===== src/rtl/servisia_pkg.sv =====
// Shared definitions for the servisia Wishbone arbiter: FSM encoding and
// timeout counter width.
package servisia_pkg;

   typedef enum logic {
      ARB_IDLE = 1'b0,
      ARB_BUSY = 1'b1
   } arb_state_t;

   localparam int CNT_W = 8;

endpackage


===== src/rtl/servisia_wb_timeout.sv =====
// Cycle counter for a BUSY transaction; flags when the slave has been silent
// for the configured number of cycles.
module servisia_wb_timeout
   import servisia_pkg::*;
(
   input  logic             clk,
   input  logic             rst_n,
   input  logic             clr,
   input  logic             en,
   input  logic [CNT_W-1:0] limit,
   output logic             expired
);

   logic [CNT_W-1:0] cnt;

   always_ff @(posedge clk or negedge rst_n) begin
      if (!rst_n)   cnt <= '0;
      else if (clr) cnt <= '0;
      else if (en)  cnt <= cnt + 1'b1;
   end

   assign expired = (cnt == limit);

endmodule


===== src/rtl/servisia_wb_arb2.sv =====
// Two-master round-robin Wishbone arbiter in front of a single slave, with a
// bounded wait that terminates a stalled transaction with an error ack.
module servisia_wb_arb2
   import servisia_pkg::*;
#(
   parameter int DW      = 2,
   parameter int AW      = 4,
   parameter int TIMEOUT = 15
) (
   input  logic          wb_clk_i,
   input  logic          wb_rst_ni,
   input  logic [AW-1:0] m0_adr_i,
   input  logic [DW-1:0] m0_dat_i,
   input  logic          m0_we_i,
   input  logic          m0_stb_i,
   output logic [DW-1:0] m0_rdt_o,
   output logic          m0_ack_o,
   output logic          m0_err_o,
   input  logic [AW-1:0] m1_adr_i,
   input  logic [DW-1:0] m1_dat_i,
   input  logic          m1_we_i,
   input  logic          m1_stb_i,
   output logic [DW-1:0] m1_rdt_o,
   output logic          m1_ack_o,
   output logic          m1_err_o,
   output logic [AW-1:0] s_adr_o,
   output logic [DW-1:0] s_dat_o,
   output logic          s_we_o,
   output logic          s_stb_o,
   input  logic [DW-1:0] s_rdt_i,
   input  logic          s_ack_i
);

   localparam logic [CNT_W-1:0] LIMIT = CNT_W'(TIMEOUT - 1);

   arb_state_t state;
   logic       gnt;
   logic       prio;
   logic       busy;
   logic       expired;
   logic       done;
   logic       err;
   logic       rd_ok;

   assign busy = (state == ARB_BUSY);

   // Counter sits at zero whenever idle, so it is clear on BUSY entry.
   servisia_wb_timeout u_timeout (
      .clk     (wb_clk_i),
      .rst_n   (wb_rst_ni),
      .clr     (!busy),
      .en      (busy && !s_ack_i),
      .limit   (LIMIT),
      .expired (expired)
   );

   // A real ack wins over a coincident timeout.
   assign done  = busy && (s_ack_i || expired);
   assign err   = busy && expired && !s_ack_i;
   assign rd_ok = busy && s_ack_i;

   always_ff @(posedge wb_clk_i or negedge wb_rst_ni) begin
      if (!wb_rst_ni) begin
         state <= ARB_IDLE;
         gnt   <= 1'b0;
         prio  <= 1'b0;
      end else begin
         case (state)
            ARB_IDLE:
               if (m0_stb_i || m1_stb_i) begin
                  gnt   <= (m0_stb_i && m1_stb_i) ? prio : m1_stb_i;
                  state <= ARB_BUSY;
               end
            ARB_BUSY:
               if (done) begin
                  prio  <= ~gnt;
                  state <= ARB_IDLE;
               end
            default: state <= ARB_IDLE;
         endcase
      end
   end

   assign s_stb_o  = busy;
   assign s_adr_o  = gnt ? m1_adr_i : m0_adr_i;
   assign s_dat_o  = gnt ? m1_dat_i : m0_dat_i;
   assign s_we_o   = gnt ? m1_we_i  : m0_we_i;

   assign m0_ack_o = done && !gnt;
   assign m1_ack_o = done &&  gnt;
   assign m0_err_o = err  && !gnt;
   assign m1_err_o = err  &&  gnt;
   assign m0_rdt_o = (rd_ok && !gnt) ? s_rdt_i : '0;
   assign m1_rdt_o = (rd_ok &&  gnt) ? s_rdt_i : '0;

endmodule


===== config.mk =====
export PLATFORM = sky130hd
export DESIGN_NAME = servisia_wb_arb2
export DESIGN_NICKNAME = d
export VERILOG_FILES = /design/src/rtl/servisia_pkg.sv /design/src/rtl/servisia_wb_timeout.sv /design/src/rtl/servisia_wb_arb2.sv
export SDC_FILE = /design/constraint.sdc
export NUM_CORES = 1
export LEC_CHECK = 0
export ABC_AREA = 1
export ABC_CLOCK_PERIOD_IN_PS = 3400
export BUFFER_PORTS_ARGS = -buffer_cell sky130_fd_sc_hd__buf_2
export CORE_ASPECT_RATIO = 1.1
export CORE_MARGIN = 8
export CORE_UTILIZATION = 45
export DETAILED_ROUTE_END_ITERATION = 12
export PLACE_DENSITY = 0.78
export SYNTH_ARGS = -nofsm -noshare
export SYNTH_HDL_FRONTEND = slang
export SYNTH_SLANG_ARGS = --single-unit

===== constraint.sdc =====
create_clock -name wb_clk_i -period 3.4 [get_ports wb_clk_i]
set_clock_uncertainty 0.05 [all_clocks]
set_input_delay 0.34 -clock wb_clk_i [delete_from_list [all_inputs] [get_ports wb_clk_i]]
set_output_delay 0.34 -clock wb_clk_i [all_outputs]
set_load 0.005 [all_outputs]

==> results.tsv <==
stage	metric	value	unit
floorplan	Rows	15	
placed_design	placed cells	160	
clocking	post-CTS setup buffers	0	
worst_setup_path	crit path max fanout	11	
route	number of nets with antenna violations after routing	0	
clocking	Inserted Clock Buffers	3	
layout	synthesis-to-finish area growth	26.5	%
pwr	Worst VDD drop	0.242	mV
clocking	CTS root buffer	clkbuf_4	
worst_hold_path	type of the most critical hold path	in2reg	
route	via count	795	
pwr	combinational power share	0.306	
clocking	Resized Gates After CTS	0	
synthesis	Post-Syn Area	768	um^2
synthesis	Yosys Warn Count	0	
pwr	sw frac	0.353	
grt	initial antenna violation count	0	
grt	GRT Overall Usage	0.111	
synthesis	FF+latch count, synth	11	
pwr	PD cells	378	nW/um^2
clocking	cts hold-fix bufs	1	
timing	Slew HR	0.707	
layout	Final Util	0.609	
synthesis	Net Count, Synth	134	
synthesis	most instantiated cells after synthesis	nand2_1, inv_1, dfrtp_1, nor3_1, nor2_1	
synthesis	largest cells by area after synthesis	dfrtp_1, nand2_1, inv_1	
clocking	# clock sinks	11	
timing	Highest Clock Rate	0.519	GHz
pwr	Reg power frac	0.447	
route	wirelength, routed	1920	um
clocking	htree depth	1	
layout	FILL cells	150	
pwr	Final Power	0.368	mW
floorplan	height of the die	59.3	um
synthesis	fraction of registers with async set/reset	1.00	
synthesis	Cells after Synth	111	
timing	fin crit period	1930	ps
layout	final net count	172	
worst_setup_path	Worst EP arrival	1540	ps
synthesis	area leader, netlist	dfrtp_1	
timing	setup_tns	0	ps
layout	number of diodes	0	
route	DRC	0	
placed_design	DP HPWL	1530	um
clocking	Clk Latency, worst-skew pair	270	ps
route	wire per inst	11.6	um
synthesis	Post-synth EDFFs	0	
synthesis	top-count cell post-synth	nand2_1	
timing	fin crit share	0.566	
grt	vias in the first global route	742	
pwr	sw power	0.130	mW
synthesis	Synth Area per Inst	6.92	um^2
floorplan	die area	3290	um^2
timing	hold slack	303	ps
timing	Final Max Tran Viols	0	
synthesis	post-synth top area share	0.358	
timing	RSZ-0062 raised after global routing	no	
grt	global-route wire length before repair	3190	um
synthesis	Top FF cell, synth	dfrtp_1	
synthesis	register area share after synthesis	0.358	
layout	Finished Layout Cells	165	
clocking	CTS max path bufs	2	
outcome	outcome	finished clean	
grt	largest net degree at the start of global routing	14	
placed_design	Port Buffers	36	
route	Pre-Repair DR Iteration Count	4	
worst_setup_path	WP data required	3010	ps
clocking	Clock transition at path regs	70	ps
clocking	CTS tree	done	
floorplan	Initial Util	0.482	
synthesis	Yosys cell types	23	
job	max cap viols	0	
layout	share of layout cells above drive strength 1	0.338	
pwr	Leakage	0.582	nW
timing	count of final setup violators	0	
pwr	clock network power share	0.247	
floorplan	DIE WIDTH	55.4	um
pwr	Int Pwr	0.238	mW
route	Via density	4.82	
worst_setup_path	Startpoint Class	register	
route	DR iter-0 viols	16	
worst_setup_path	CP endpoint kind	output pin	
timing	worst-margin pin slew	439	ps
worst_setup_path	CP Class	reg2out	
floorplan	core area	1600	um^2
floorplan	Ports	37	
timing	Final Hold Violating Endpoints	0	
grt	GR Overflow Total	0	
placed_design	gpl congestion	0.811	
[critical path, cell delays in order, from the launching register on]
cell and delay (ps):
dfrtp_1 620, inv_4 70, nor3_2 180, nand2_2 110, nand2_2 80, nand2_2 50
inv_1 60, buf_2 110
[per-layer routing]
| layer | up-vias | part of all wire | global-route usage |
|---|---|---|---|
| met4 | 0 | 0.0021 | 0.0246 |
| met2 | 20 | 0.50 | 0.184 |
| met1 | 349 | 0.46 | 0.148 |
| li1 | 424 | - | - |
| met5 | - | 0 | 0 |
| met3 | 2 | 0.030 | 0.0150 |
[kinds of logic (layout without fill, tap and decap cells)]
family                     after synthesis  after routing  share of synthesized area
and+or+nand+nor                         67             67                      0.409
AOI/OAI and AO/OA                       11             11                     0.0749
adders and majority gates                2              2                     0.0326
buffers and inverters                   20             57                      0.125
DFF                                     11             11                      0.358
[layout make-up]
cell class / count / area [um^2] / share of cell area
timing repair buffer: 37 / 190 / 0.196
tap: 17 / 21.3 / 0.0219
multi-input combinational: 80 / 397 / 0.408
clock buffer: 4 / 26.3 / 0.0270
inverter: 16 / 62.6 / 0.0644
sequential: 11 / 275 / 0.283
[metrics by stage]
stage	area, um^2	setup WS (ps)
floorplan	768	2010
global placement	936	1810
detailed placement	936	1760
CTS	972	1470
global route	972	1360
finish	972	1470
[layout by cell type, fill, tap and decap left out]
cell | Yosys | layout
a21oi_1 | 5 | 5
and3_1 | 1 | 1
buf_2 | 0 | 36
clkbuf_1 | 1 | 1
clkbuf_4 | 0 | 3
dfrtp_1 | 11 | 11
dlygate4sd3_1 | 0 | 1
ha_1 | 2 | 2
inv_1 | 14 | 14
inv_2 | 1 | 1
inv_4 | 1 | 1
nand2_1 | 34 | 34
nand2_2 | 4 | 4
nand2_4 | 1 | 1
nand3_1 | 5 | 5
nand4_1 | 2 | 2
nor2_1 | 7 | 7
nor2_2 | 2 | 2
nor2_4 | 1 | 1
nor3_1 | 8 | 8
nor3_2 | 1 | 1
o21ai_0 | 5 | 5
o31ai_1 | 1 | 1
or2_1 | 1 | 1
[registers in the layout (all words and copies together) (netlist names)]
register and cells:
gnt 1, prio 1, s_stb_o 1, u_timeout.cnt 8
[worst paths after layout]
check	start	end	slack (ps)	cells past startpoint
worst max-delay path	s_stb_o$_DFF_PN0_	m0_ack_o	1470	7
worst min-delay path	s_ack_i	u_timeout.cnt[1]$_DFFE_PN0P_	300	2
worst max register to register	s_stb_o$_DFF_PN0_	u_timeout.cnt[5]$_DFFE_PN0P_	2030	7
worst min register to register	u_timeout.cnt[3]$_DFFE_PN0P_	u_timeout.cnt[3]$_DFFE_PN0P_	450	1
max in group asynchronous	wb_rst_ni	gnt$_DFFE_PN0P_	2670	2
min in group asynchronous	wb_rst_ni	u_timeout.cnt[4]$_DFFE_PN0P_	420	2
[power groups by stage]
| stage | Combinational [mW] | Sequential [mW] | Clock, mW |
|---|---|---|---|
| after detailed placement | 0.112 | 0.167 | 0 |
| final | 0.113 | 0.165 | 0.0907 |
| after global placement | 0.110 | 0.166 | 0 |
| after CTS | 0.114 | 0.165 | 0.0917 |
| after global routing | 0.129 | 0.169 | 0.0978 |
| after floorplan | 0.0824 | 0.154 | 0 |
(Power assumes the default switching activity.)
